==> config.mk <==
export PLATFORM = sky130hd
export DESIGN_NAME = timer_ctrl
export DESIGN_NICKNAME = d
export VERILOG_FILES = /design/src/rtl/timer_ctrl.sv
export SDC_FILE = /design/constraint.sdc
export NUM_CORES = 1
export LEC_CHECK = 0
export ABC_AREA = 1
export CAP_MARGIN = 20
export CORE_MARGIN = 3
export CORE_UTILIZATION = 30
export DETAILED_ROUTE_END_ITERATION = 6
export GPL_TIMING_DRIVEN = 0
export SYNTH_ARGS = -nofsm -noshare
export SYNTH_HDL_FRONTEND = slang
export SYNTH_SLANG_ARGS = --single-unit
export TNS_END_PERCENT = 10
==> constraint.sdc <==
create_clock -name clock -period 2.18 [get_ports clock]
set_input_delay 0.436 -clock clock [delete_from_list [all_inputs] [get_ports clock]]
set_output_delay 0.436 -clock clock [all_outputs]
set_load 0.01 [all_outputs]
==> src/rtl/timer_ctrl.sv <==
// timer_ctrl: prescaled up-counter with one-shot / auto-reload modes.
// Launch parameters are latched into shadow registers so the running
// timer is immune to changes on load_val, prescale and periodic.
module timer_ctrl #(
    parameter int WIDTH = 8,
    parameter int PS_W  = 4
) (
    input  logic             clock,
    input  logic             res,
    input  logic             start,
    input  logic             stop,
    input  logic [WIDTH-1:0] load_val,
    input  logic [PS_W-1:0]  prescale,
    input  logic             periodic,
    input  logic             irq_clr,
    output logic [WIDTH-1:0] count,
    output logic             busy,
    output logic             done,
    output logic             irq,
    output logic [1:0]       state
);

    typedef enum logic [1:0] {
        IDLE    = 2'b00,
        RUN     = 2'b01,
        DONE    = 2'b10,
        ILLEGAL = 2'b11
    } stateT;

    stateT            r_state;
    stateT            w_nextState;

    logic [WIDTH-1:0] r_count;
    logic [PS_W-1:0]  r_ps;
    logic [WIDTH-1:0] r_shLoad;
    logic [PS_W-1:0]  r_shPrescale;
    logic             r_shPeriodic;
    logic             r_done;
    logic             r_irq;

    logic             w_running;
    logic             w_launch;
    logic             w_tick;
    logic             w_terminal;

    // Stop always beats a terminal tick, so a terminal event only counts
    // when the timer is running and not being aborted in the same cycle.
    assign w_running  = (r_state == RUN);
    assign w_launch   = ((r_state == IDLE) || (r_state == DONE)) && start && !stop;
    assign w_tick     = w_running && !stop && (r_ps == r_shPrescale);
    assign w_terminal = w_tick && (r_count == r_shLoad);

    // State register.
    always_ff @(posedge clock) begin
        if (res) begin
            r_state <= IDLE;
        end else begin
            r_state <= w_nextState;
        end
    end

    // Next-state decode; the unused 11 encoding falls back to IDLE.
    always_comb begin
        w_nextState = IDLE;
        case (r_state)
            IDLE: begin
                w_nextState = w_launch ? RUN : IDLE;
            end
            RUN: begin
                if (stop) begin
                    w_nextState = IDLE;
                end else if (w_terminal && !r_shPeriodic) begin
                    w_nextState = DONE;
                end else begin
                    w_nextState = RUN;
                end
            end
            DONE: begin
                if (w_launch) begin
                    w_nextState = RUN;
                end else if (stop || irq_clr) begin
                    w_nextState = IDLE;
                end else begin
                    w_nextState = DONE;
                end
            end
            default: begin
                w_nextState = IDLE;
            end
        endcase
    end

    // Counter, prescaler, shadow copies, done pulse and sticky irq.
    always_ff @(posedge clock) begin
        if (res) begin
            r_count      <= '0;
            r_ps         <= '0;
            r_shLoad     <= '0;
            r_shPrescale <= '0;
            r_shPeriodic <= 1'b0;
            r_done       <= 1'b0;
            r_irq        <= 1'b0;
        end else begin
            r_done <= 1'b0;
            if (w_launch) begin
                r_shLoad     <= load_val;
                r_shPrescale <= prescale;
                r_shPeriodic <= periodic;
                r_count      <= '0;
                r_ps         <= '0;
            end else if (w_running && !stop) begin
                if (w_tick) begin
                    r_ps <= '0;
                    if (w_terminal) begin
                        r_count <= '0;
                        r_done  <= 1'b1;
                    end else begin
                        r_count <= r_count + WIDTH'(1);
                    end
                end else begin
                    r_ps <= r_ps + PS_W'(1);
                end
            end
            if (w_terminal) begin
                r_irq <= 1'b1;
            end else if (irq_clr) begin
                r_irq <= 1'b0;
            end
        end
    end

    // Output decode straight from registered state.
    always_comb begin
        busy  = (r_state == RUN);
        state = r_state;
        count = r_count;
        done  = r_done;
        irq   = r_irq;
    end

endmodule

# --- After elaboration in Yosys (flattened, before gate mapping) ---
# Cells that the tools add are included.
word_totals:
  output_inout_bits: 13
  register_bits: 29
  input_bits: 18
classes:
  n_eq_ne: 4
  mux: 11
  add_sub_neg: 2
  reduce_logical: 15
  bitwise_logic: 2
op_table:
  columns: ["cell", "n"]
  rows:
  - ["8-bit by 1-bit adder with 8-bit output (second input constant)", 1]
  - ["8-bit == test", 1]
  - ["2-bit 2-to-1 mux", 4]
  - ["8-bit 2-to-1 mux", 1]
  - ["1-bit logical AND", 6]
  - ["2-bit one-hot mux with 3 select lines", 1]
  - ["4-bit by 1-bit adder with 4-bit output (second input constant)", 1]
  - ["4-bit == test", 1]
  - ["1-bit 2-to-1 mux", 4]
  - ["4-bit 2-to-1 mux", 1]
  - ["4-bit OR reduction", 1]
  - ["2-bit by 1-bit == test with 1-bit output (second input constant)", 1]
  - ["2-bit == test (second input constant)", 1]
  - ["1-bit zero test", 2]
  - ["2-bit zero test", 1]
  - ["1-bit logical OR", 2]
  - ["1-bit inverter", 2]
  - ["2-bit AND reduction", 1]
  - ["2-bit nonzero test", 1]
  - ["2-bit OR reduction", 1]

# --- Logic depth before layout (Yosys ltp) ---
logic_depth:
  ltp_word: 8
  depth_mapped: 12
  mapped_depth_nobuf: 11

# --- Worst setup path before layout ---
# OpenSTA, ideal clock, no wires.
synth_timing:
  path_type: "reg-to-reg"
  from: "register r_state[0], in the netlist state[0]"
  to: "register r_count[4], in the netlist count[4]"
  stages_incl_launch_ff: 11
  path_buffers: 1
  arrival_time_ns: 1.282
  path_slack_ns: 0.781
  setup_time_ns: 0.117
  cell_sequence: "dfxtp_1 inv_2 nor2_4 nand2_2 nor2_2 inv_2 nor2_4 buf_6 nand2_1 xor2_1 nor2_2"
synth_via:
  elab_chain_len: 5
  word_cells_on_any_way: 12
synth_rtl:
  columns: ["item", "line_no", "source"]
  rows:
  - ["from (decl)", "30", "stateT r_state;"]
  - ["from (signal assigned)", "58", "r_state <= w_nextState;"]
  - ["2-bit by 1-bit == test with 1-bit output *", null, null]
  - ["via busy", "17", "output logic busy,"]
  - ["1-bit logical AND *", "50, 111", null]
  - ["1-bit logical AND", "50", "assign w_tick = w_running && !stop && (r_ps == r_shPrescale);"]
  - ["1-bit logical AND", "51", "assign w_terminal = w_tick && (r_count == r_shLoad);"]
  - ["8-bit 2-to-1 mux", "114", "if (w_terminal) begin"]
  - ["to (signal assigned)", "118", "r_count <= r_count + WIDTH'(1);"]
  - ["to (decl)", "33", "logic [WIDTH-1:0] r_count;"]
# The timed path passes the listed nets; every way through them passes the cells marked *.
# A chain may end at the register's enable or synchronous reset.

# --- Worst setup path in the final report ---
layout_timing:
  from: "register r_state[0], in the netlist state[0]"
  to: "output busy"
layout_via:
  elab_chain_len: 1
layout_rtl:
  columns: ["item", "line_no", "source"]
  rows:
  - ["2-bit by 1-bit == test with 1-bit output", "134", "busy = (r_state == RUN);"]
  - ["to (decl)", "17", null]
# No other way between the ends.

==> impl_summary.txt <==
----------------------------------------------------
[Outcome]
  Outcome ... complete, no violations

[Power and ir drop]
  Combinational share of power ... 11.9%
  Reported net switching power ... just under 300 uW
  Leakage power ... 0.000750 uW
  Power share of the clock group ... approximately 41%
  Int Power ... 899 uW
  Power consumption ... 1200 uW
  Peak supply drop ... 0.248 mV
  PwrDens ... 628 mW/mm2
  Register share of total power ... 46.8%
  Switching Share ... 24.9%

[Logic synthesis]
  Yosys cell types ... 24
  Mapped Avg Cell Area ... 6.83 um2
  Count of flip-flops with a built-in enable after synthesis ... 0
  Post-synth top area cell ... dfxtp_1
  Share of flip-flops with an asynchronous set or reset after synthesis ... 0%
  Number of nets produced by synthesis ... 232
  Synthesis Warnings ... 0
  Number of storage elements in the synthesis netlist ... 29
  Post-synth top cells ... nand2_1, dfxtp_1, inv_1
  Area contributors post-synth ... dfxtp_1, nand2_1, inv_1
  Post-synthesis instance area ... 0.00145 mm2
  Fraction of synthesized cell area taken by the top area cell type ... 40.1%
  Top FF cell, synth ... dfxtp_1
  Sequential share of the synthesized area ... around two fifths
  Most common cell in the netlist ... nand2_1
  Number of instances in the synthesized netlist ... 212

[STA]
  Final critical-path required period ... between 1.5 and 2 ns
  Sum Neg Setup Slack ... 0 ns
  Setup repair after global routing missed its margin ... false
  Worst Tran Pin Value ... 0.512 ns
  Period utilization ... 82.4%
  Worst hold slack across all endpoints ... 0.479 ns
  Max Transition Viols Final ... 0
  Layout Skew ... 0.00397 ns
  Max Clk Rate ... 556 MHz
  Final setup violation count ... 0
  Max_slew headroom ... 65.9%
  Final hold violation count ... 0

[Clock tree]
  Hold buffer count at cts ... 0
  Num CTS Buffers ... 5
  Master cell of the clock root buffer ... clkbuf_8
  Clock network latency to the later pin of the worst-skew pair ... between 0.2 and 0.3 ns
  Post-CTS Setup Bufs ... 0
  Gates resized, CTS repair ... 0
  Level count of the clock H-tree ... 2
  Number of buffers on the longest clock path ... 2
  CTS tree ... done
  CTS sink count ... 29
  Clk slew on worst S/H paths ... 0.07 ns

[Die]
  Core region area ... 0.00450 mm2
  Die area ... around 0.0057 mm2
  Die X-Extent ... 75.5 um
  Cell Rows ... 24
  Initial cell density of the core ... 32.1%
  Num ports ... 31
  Die Y-Extent ... 75.5 um

[Global routing]
  Total gr overflow ... 0
  Initial antenna violation count ... 0
  Global Route met2 Usage ... 19.8%
  Fraction of met1 tracks used by global routing ... 16.8%
  Vias in the first global route ... between 1,000 and 1,500
  First-pass GRT wire length ... 5540 um
  GR Util All Layers ... 13.2%
  Grt peak-use layer ... met2
  Largest net degree at the start of global routing ... 11
  Global-route met3 utilization ... slightly above 4%

[Worst setup path]
  CP required ... ~1.7 ns
  Longest individual stage delay on the worst path ... 0.55 ns
  Timing startpoint of the critical path ... state[0]
  CP Launch Type ... flip-flop
  Critical Path Fanout Max ... 3
  Cell-by-cell listing of the critical path ... inv_2, nor2_4, clkdlybuf4s50_1
  Cell at the slowest stage of the critical path ... clkdlybuf4s50_1
  Type of element capturing the critical path ... output port
  Endpoint arrival time on the critical path ... 1.36 ns
  Start-to-end type of the worst setup path ... flip-flop to output port
  Worst reg2reg path depth ... 11
  Reg2reg start ... count[5]

[Drt]
  ANT nets after route ... 0
  DRC violation count after routing ... 0
  Detailed-router iteration count before antenna repair ... 4
  Final wirelength ... 3280 um
  Detailed-route wire length per cell ... 10.9 um
  Count of vias placed by the detailed router ... roughly 1,300
  Initial DRC Count ... 52
  Detailed-route vias per instance ... 4.44

[Worst hold path]
  Count of cells along the worst hold path ... 2
  Class of the worst hold path ... flip-flop to flip-flop
  Worst hold path startpoint ... r_shLoad[6]

[Placement]
  Routability-driven placement congestion ratio ... 0.792
  Port bufs ... 29
  HPWL reported at the end of detailed placement ... 2400 um

[Cells and area]
  Fraction of layout cells with a size suffix above 1 ... between 10% and 20%
  Core utilization of the finished layout ... a little over two fifths
  Antenna Cells ... 0
  Net total in the final layout ... 268
  Area growth, synth to finish ... 31.5%
  Fillers ... 465

[Run]
  Max-cap check violation count ... 0

----------------------------------------------------
-- cell families (layout without fill, tap and decap cells) --
| logic type | Yosys count | count (layout) | share of synthesized area [%] |
|---|---|---|---|
| AND/OR/NAND/NOR | 110 | 110 | 32.8 |
| AO/OA/AOI/OAI | 26 | 26 | 11.3 |
| buffers and inverters | 40 | 77 | 11.0 |
| adder cells (fa/ha/maj) | 2 | 2 | 1.73 |
| XOR/XNOR | 5 | 5 | 3.02 |
| flip-flops | 29 | 29 | 40.1 |
-- routing by layer --
metal / wire (um) / vias up / share of wire [%]
met1: 1670 / 569 / 51
met5: 0 / - / 0
li1: - / 732 / -
met4: 70 / 0 / 2.1
met3: 220 / 7 / 6.7
met2: 1310 / 27 / 40
-- sequential cells by signal (all words and copies together), names as in the netlist --
signal	flops
done	1
r_shLoad	8
irq	1
r_shPrescale	4
count	8
r_shPeriodic	1
state	2
r_ps	4
-- cell usage in the layout, fill, tap and decap left out, drive strengths merged --
cell type and n:
xor2 4, inv 35, buf 2, nor3 5, clkdlybuf4s50 29, nand4 2
clkbuf 10, dfxtp 29, o21a 1, nand3 5, a21oi 11, nor2 32
o21ai 1, o22ai 1, ha 2, clkinv 1, a211oi 12, xnor2 1
nand2 64, nand3b 2
-- power groups by stage --
stage	Sequential (uW)	Clock [uW]	Combinational [uW]
floorplan	570	0	86.3
global placement	571	0	143
detailed placement	571	0	143
CTS	560	508	144
global route	562	526	162
finish	560	494	142
-- area by class of cell --
| class | count | area (um2) | area share, % |
|---|---|---|---|
| buffer | 5 | 27.5 | 1.45 |
| clock inverter | 1 | 5.00 | 0.263 |
| tap | 52 | 65.1 | 3.42 |
| inverter | 35 | 131 | 6.90 |
| clock buffer | 7 | 96.3 | 5.06 |
| sequential | 29 | 581 | 30.5 |
| multi-input combinational | 143 | 708 | 37.2 |
| timing repair buffer | 29 | 290 | 15.2 |
-- final timing paths --
check             slack, ns          end
hold / removal         0.48  r_shLoad[6]
hold reg to reg        0.48  r_shLoad[6]
setup reg to reg       0.64     count[5]
setup / recovery       0.38         busy
-- worst max-delay path: cells and delay by family, from the launching register on --
kind / cells / cell delay [ns]
DFF: 1 / 0.38
and+or+nand+nor: 1 / 0.09
buffers and inverters: 2 / 0.62
-- stage by stage --
stage | instance area (um2) | std cells | worst slack, ns
finish | 1900 | 301 | 0.383
global route | 1900 | 301 | 0.214
global placement | 1800 | 293 | 0.0319
detailed placement | 1800 | 293 | 0.0519
floorplan | 1450 | 212 | 0.781
CTS | 1900 | 301 | 0.349
Power figures use the tool's default switching activity.
